## config.mk

```make
export PLATFORM = sky130hd
export DESIGN_NAME = tm1638_key_panel
export DESIGN_NICKNAME = d
export VERILOG_FILES = /design/src/rtl/tm1638_key_panel.sv
export SDC_FILE = /design/constraint.sdc
export NUM_CORES = 1
export LEC_CHECK = 0
export CAP_MARGIN = 0
export CELL_PAD_IN_SITES_DETAIL_PLACEMENT = 0
export CELL_PAD_IN_SITES_GLOBAL_PLACEMENT = 1
export CORE_MARGIN = 10
export CORE_UTILIZATION = 40
export DETAILED_ROUTE_END_ITERATION = 8
export GPL_ROUTABILITY_DRIVEN = 1
export PLACE_DENSITY = 0.73
export SYNTH_ARGS = -nofsm -noshare
export SYNTH_HDL_FRONTEND = slang
export SYNTH_SLANG_ARGS = --single-unit
```

## constraint.sdc

```tcl
create_clock -name clock -period 3.5 [get_ports clock]
set_input_delay 1.05 -clock clock [delete_from_list [all_inputs] [get_ports clock]]
set_output_delay 1.05 -clock clock [all_outputs]
set_load 0.05 [all_outputs]
```

## src/rtl/tm1638_key_panel.sv

```systemverilog
`default_nettype none
// ----------------------------------------------------------------------------
// tm1638_key_panel: debounced TM1638 key panel with per-key LED toggles,
// press counter and status digits for the seven-segment display.
// Revision: 1.0
// ----------------------------------------------------------------------------
module tm1638_key_panel #(
  parameter int N_KEYS          = 8,
  parameter int W_DIGIT         = 8,
  parameter int DEBOUNCE_CYCLES = 50000
) (
  input  logic                 clock,
  input  logic                 reset,
  input  logic [N_KEYS-1:0]    key,
  input  logic                 clear,
  output logic [N_KEYS-1:0]    led,
  output logic [W_DIGIT*4-1:0] number,
  output logic [W_DIGIT-1:0]   dots,
  output logic                 press_valid,
  output logic [3:0]           press_index
);

  localparam int CNT_W = (DEBOUNCE_CYCLES > 2) ? $clog2(DEBOUNCE_CYCLES) : 1;
  localparam int PC_W  = (W_DIGIT - 5) * 4;
  localparam logic [CNT_W-1:0] CNT_LAST = CNT_W'(DEBOUNCE_CYCLES - 1);

  logic [N_KEYS-1:0] sync1_q, sync1_d;
  logic [N_KEYS-1:0] sync2_q, sync2_d;
  logic [N_KEYS-1:0] deb_q, deb_d;
  logic [N_KEYS-1:0] deb_prev_q, deb_prev_d;
  logic [CNT_W-1:0]  cnt_q [N_KEYS];
  logic [CNT_W-1:0]  cnt_d [N_KEYS];
  logic [N_KEYS-1:0] led_q, led_d;
  logic [PC_W-1:0]   count_q, count_d;
  logic [3:0]        last_q, last_d;
  logic              have_q, have_d;
  logic              pv_q, pv_d;
  logic [3:0]        pidx_q, pidx_d;

  logic [N_KEYS-1:0] rise;
  logic [4:0]        pop;
  logic [3:0]        low_idx;

  always_comb begin
    sync1_d    = key;
    sync2_d    = sync1_q;
    deb_d      = deb_q;
    deb_prev_d = deb_q;
    for (int i = 0; i < N_KEYS; i++) begin
      cnt_d[i] = '0;
      if (sync2_q[i] != deb_q[i]) begin
        if (cnt_q[i] == CNT_LAST) deb_d[i] = ~deb_q[i];
        else                      cnt_d[i] = cnt_q[i] + 1'b1;
      end
    end

    // Edge detect on the debounced level: releases and held keys never fire.
    rise    = deb_q & ~deb_prev_q;
    pop     = '0;
    low_idx = '0;
    for (int i = 0; i < N_KEYS; i++) pop = pop + 5'(rise[i]);
    for (int i = N_KEYS - 1; i >= 0; i--) begin
      if (rise[i]) low_idx = 4'(i);
    end

    led_d   = led_q;
    count_d = count_q;
    last_d  = last_q;
    have_d  = have_q;
    pv_d    = 1'b0;
    pidx_d  = '0;
    if (clear) begin
      led_d   = '0;
      count_d = '0;
      last_d  = '0;
      have_d  = 1'b0;
    end else if (|rise) begin
      led_d   = led_q ^ rise;
      count_d = count_q + PC_W'(pop);
      last_d  = low_idx;
      have_d  = 1'b1;
      pv_d    = 1'b1;
      pidx_d  = low_idx;
    end
  end

  always_ff @(posedge clock) begin
    if (reset) begin
      sync1_q    <= '0;
      sync2_q    <= '0;
      deb_q      <= '0;
      deb_prev_q <= '0;
      for (int i = 0; i < N_KEYS; i++) cnt_q[i] <= '0;
      led_q      <= '0;
      count_q    <= '0;
      last_q     <= '0;
      have_q     <= 1'b0;
      pv_q       <= 1'b0;
      pidx_q     <= '0;
    end else begin
      sync1_q    <= sync1_d;
      sync2_q    <= sync2_d;
      deb_q      <= deb_d;
      deb_prev_q <= deb_prev_d;
      for (int i = 0; i < N_KEYS; i++) cnt_q[i] <= cnt_d[i];
      led_q      <= led_d;
      count_q    <= count_d;
      last_q     <= last_d;
      have_q     <= have_d;
      pv_q       <= pv_d;
      pidx_q     <= pidx_d;
    end
  end

  // Display words are pure functions of state flops, so no input reaches them.
  always_comb begin
    number  = {count_q, last_q, 16'(led_q)};
    dots    = '0;
    dots[4] = have_q;
  end

  assign led         = led_q;
  assign press_valid = pv_q;
  assign press_index = pidx_q;

endmodule
`default_nettype wire

```

# Word level (Yosys, flattened, before mapping)
# Memory sizes are Yosys's and may differ from the RTL's.
# Index checks and enable logic that the tools add are counted.
totals:
  reg_bits: 62
  ram_bits: 128
  elab_cells: 117
  memories: 1
op_classes:
  n_addsub: 16
  n_eq_ne: 16
  muxes: 36
  n_bitwise: 20
  n_reduce_logical: 11
mem_list:
  columns: ["memory", "depth", "width", "rd", "rd_ports_with_merged_regs", "wr", "line", "source"]
  rows:
  - ["cnt_q", 8, 16, 8, 0, 8, "31", "logic [CNT_W-1:0] cnt_q [N_KEYS];"]
ops:
  columns: ["op", "count"]
  rows:
  - ["$mux 16", 24]
  - ["$add 16x1->16 const B", 8]
  - ["$eq 16x16->1 const B", 8]
  - ["$mux 4", 7]
  - ["$reduce_and 2->1", 8]
  - ["$add 5x1->5", 3]
  - ["$add 12x5->12", 1]
  - ["$not 1->1", 9]
  - ["$and 8x8->8", 1]
  - ["$ne 1x1->1", 8]
  - ["$not 8->8", 1]
  - ["$or 1x1->1", 8]
  - ["$reduce_or 8->1", 1]
  - ["$xor 8x8->8", 1]
  - ["$add 4x1->5", 1]
  - ["$add 3x1->4", 1]
  - ["$mux 1", 4]
  - ["$add 2x1->3", 1]
  - ["$mux 3", 1]
  - ["$reduce_or 3->1", 1]
  - ["$add 1x1->2", 1]
  - ["$reduce_or 2->1", 1]

# Logic depth before layout (Yosys ltp)
depth:
  word_depth: 10
  ltp_mapped: 14
  ltp_nobuf: 14

# Worst setup path after synthesis
# OpenSTA, ideal clock, no wires.
synth_path:
  kind: "reg-to-reg"
  start: "reg count_q[0]"
  end: "reg count_q[6]"
  setup_time_ns: 0.128
  arrival_time_ns: 3.755
  required_ns: 3.372
  path_slack_ns: -0.383
  path_stages_with_launch: 13
  n_path_buf: 0
  path_cell_list: "dfxtp_1 -> fa_1 -> inv_1 -> fa_1 -> inv_1 -> fa_1 -> fa_1 -> fa_1 -> a21o_1 -> a21o_1 -> o2111ai_1 -> xor2_1 -> nor2_1"
synth_between:
  elab_chain_cells: 1
synth_rtl:
  columns: ["item", "line", "source"]
  rows:
  - ["start, declared", "34", "logic [PC_W-1:0] count_q, count_d;"]
  - ["start signal, assigned", "107", "count_q <= count_d;"]
  - ["$add 12x5->12", "79", "count_d = count_q + PC_W'(pop);"]
# Every way passes these cells.
# A chain may end at the register's enable or synchronous reset.

# Worst setup path in the final report
layout_path:
  start: "reg deb_prev_q[2]"
  end: "reg count_q[10]"
layout_between:
  elab_chain_cells: 9
layout_rtl:
  columns: ["item", "line", "source"]
  rows:
  - ["start, declared", "30", "logic [N_KEYS-1:0] deb_prev_q, deb_prev_d;"]
  - ["start signal, assigned", "104", "deb_prev_q <= deb_prev_d;"]
  - ["$not 8->8 (*)", "58", "rise = deb_q & ~deb_prev_q;"]
  - ["$and 8x8->8 (*)", "58", null]
  - ["$add 2x1->3", "61", "for (int i = 0; i < N_KEYS; i++) pop = pop + 5'(rise[i]);"]
  - ["$add 3x1->4", "61", null]
  - ["$add 4x1->5", "61", null]
  - ["$add 5x1->5 (3 in series)", "61", null]
  - ["$add 12x5->12", "79", null]
# Mark *: on every way between the ends. The rest lies on a longest branch, timed or not.

==> metrics <==
status finished with violations; failing checks setup timing; Area Growth Syn to Fin 15.4%; Rows 51; Initial Util 40.9%; Port-buffer cells 46; Post-Synthesis Cell Area 0.00801 mm2; first-pass GRT wire length 25.5 mm; Worst Skew 0.0112 ns; # diodes 0; die height 162 um; post-synth top area cell dfxtp_1; share of cells above drive strength 1 7.67%; Vias/cell 4.63; peak supply drop 0.372 mV; Yosys reg bits 188; Vias 5520; async set-reset flop share out of synthesis 0%; post-route cell area 0.00925 mm2; setup TNS -0.0780 ns; DIE WIDTH 162 um; CP required 3.82 ns; crit start category register; Area contributors post-synth dfxtp_1, nor2_1, xnor2_1; Synth cell types 50; Slew @ Worst Pin 0.576 ns; GRT overflow 0; Die ar. 0.0261 mm2; CP dominant cell by count fa_1; leakage power 3.27 nW; post-synthesis cell count 868; Critical-path top delay cell fa_1; crit-path max cell delay 0.49 ns; post-synthesis sequential area ratio 47.0%; fmax 283 MHz; largest net degree at the start of global routing 22; Max H-tree Level 4; Avg Inst Size Synth 9.23 um2; max-cap viol count 0; Starting DRT DRC Count 301; worst-path maximum fanout 4; fin crit share 101%; RSZ-0062 raised after global routing yes; WL per Instance 12.2 um; CTS tree done; Top FF cell, synth dfxtp_1; clock-pin slew on the worst setup and hold paths 0.06 ns; Final Total Pwr 0.00404 W; cts bufs inserted 17; Worst Setup Slack, final -0.0297 ns; total wire length 14.5 mm; power density over the cells 437 mW/mm2; Clock Root Buffer clkbuf_16; WP data arrival 3.84 ns; dpl ws -0.0555 ns; final hold vios 0; GR Util All Layers 11.5%; endpoint class of the critical path register; gpl congestion 0.771; Slew HR 61.6%; dpl hpwl 10.3 mm; CTS max path bufs 2; Worst Hold Class register to register; CTS sink cnt 188; Synth top cells by count dfxtp_1, nor2_1, xnor2_1; core area 0.0196 mm2; WS Path Type register to register; Ports 64; drt pass-1 iters 4; cells along the critical path nand2b_4 > inv_2 > fa_1 > inv_1 > fa_1 > inv_1 > fa_1 > fa_2 > fa_2 > a21o_1 > a21o_1 > o2111ai_2 > xor2_1 > nor2_1; Layout Utilization 47.2%; Tmin final 3.53 ns; count leader, synth dfxtp_1; Residual DRC 0; EDFF count, synth 0; post-placement cell area 0.00867 mm2; Pins Over Slew Limit 0; Yosys Warn Count 0; initial antenna violation count 0; Clock Latency Late Sink 0.43 ns; ANT nets after route 0; Yosys top cell area share 47.0%; Final Setup Violations 3; Final #Nets 943; vias in the first global route 5368
## per-stage QoR
| step | std cells | hold WS (ns) |
|---|---|---|
| after global placement | 1158 | 0.416 |
| after floorplan | 884 | 0.413 |
| after global routing | 1191 | 0.458 |
| final | 1191 | 0.436 |
| after detailed placement | 1158 | 0.423 |
| after CTS | 1191 | 0.438 |
## per-layer routing
metal / share of wire (%) / up-vias / global-route usage [%] / wire length [um]
met3: 3.2 / 13 / 3.18 / 470
met4: 1.2 / 0 / 3.97 / 167
met1: 50 / 2516 / 15.0 / 7280
met5: 0 / - / 0 / 0
li1: - / 2940 / - / -
met2: 45 / 51 / 17.9 / 6550
## worst max-delay path, delay by kind of cell (launching register included)
family                   cells  cell delay, ns
AND/OR/NAND/NOR              2            0.16
XOR/XNOR                     1            0.17
buffers and inverters        3            0.14
AO/OA/AOI/OAI                3            0.49
adder cells (fa/ha/maj)      5            2.15
flip-flops                   1            0.30
## worst paths after layout
check	cells past startpoint	from	endpoint	slack [ns]
hold reg to reg	1	sync1_q[1]	sync2_q[1]	0.44
setup reg to reg	14	deb_prev_q[2]	count_q[10]	-0.03
setup / recovery	14	deb_prev_q[2]	count_q[10]	-0.03
hold / removal	1	sync1_q[1]	sync2_q[1]	0.44
## layout make-up
type | count | area [um2]
fillers | 1904 | 10300
multi-input cells | 627 | 3960
inverters | 19 | 71.3
flip-flops and latches | 188 | 3770
clock buffers | 20 | 467
well taps | 265 | 332
clock inverters | 12 | 86.3
repair buffers | 60 | 561
## power breakdown
part | internal (W) | switching [W] | leakage, nW
clock | 0.000968 | 0.000829 | 0.265
sequential | 0.00215 | 0.00000588 | 1.52
combinational | 0.0000217 | 0.0000711 | 1.48
total | 0.00314 | 0.000906 | 3.27
## sequential cells by signal, summed over array words and instances (netlist names)
name / count
cnt_q: 128
count_q: 12
deb_prev_d: 8
deb_prev_q: 8
have_q: 1
last_q: 3
led: 8
press_index: 3
press_valid: 1
sync1_q: 8
sync2_q: 8
## placed cells by master (no fill, tap or decap), types with 18 or more instances in the layout
| cell type | Yosys | routed |
|---|---|---|
| dfxtp_1 | 188 | 185 |
| nor2_1 | 181 | 180 |
| xnor2_1 | 68 | 68 |
| xor2_1 | 65 | 65 |
| clkdlybuf4s50_1 | 0 | 45 |
| nand2_1 | 44 | 44 |
| nand3_1 | 36 | 36 |
| and3_1 | 29 | 29 |
| nor2b_1 | 28 | 28 |
| nand4_1 | 25 | 25 |
| nor3_1 | 19 | 19 |
| inv_1 | 18 | 18 |
## repair_timing
| item | CTS | global route |
|---|---|---|
| setup buffers | 1 | 0 |
| hold buffers | 0 | 0 |
| endpoints found under the setup margin | 4 | 9 |
| pin swaps | 4 | 9 |
| resized for setup | 1 | 3 |
| cloned | 0 | 0 |
## cell families after synthesis
group                    after synthesis  share of synthesized area [%]
flip-flops                           188                           47.0
AND/OR/NAND/NOR                      421                           26.4
other                                  1                         0.0468
buffers and inverters                 69                           4.84
XOR/XNOR                             133                           14.5
multiplexers                          10                           1.25
AO/OA/AOI/OAI                         27                           2.51
adder cells (fa/ha/maj)               19                           3.44
No activity file was read; power rests on OpenSTA's default activity.
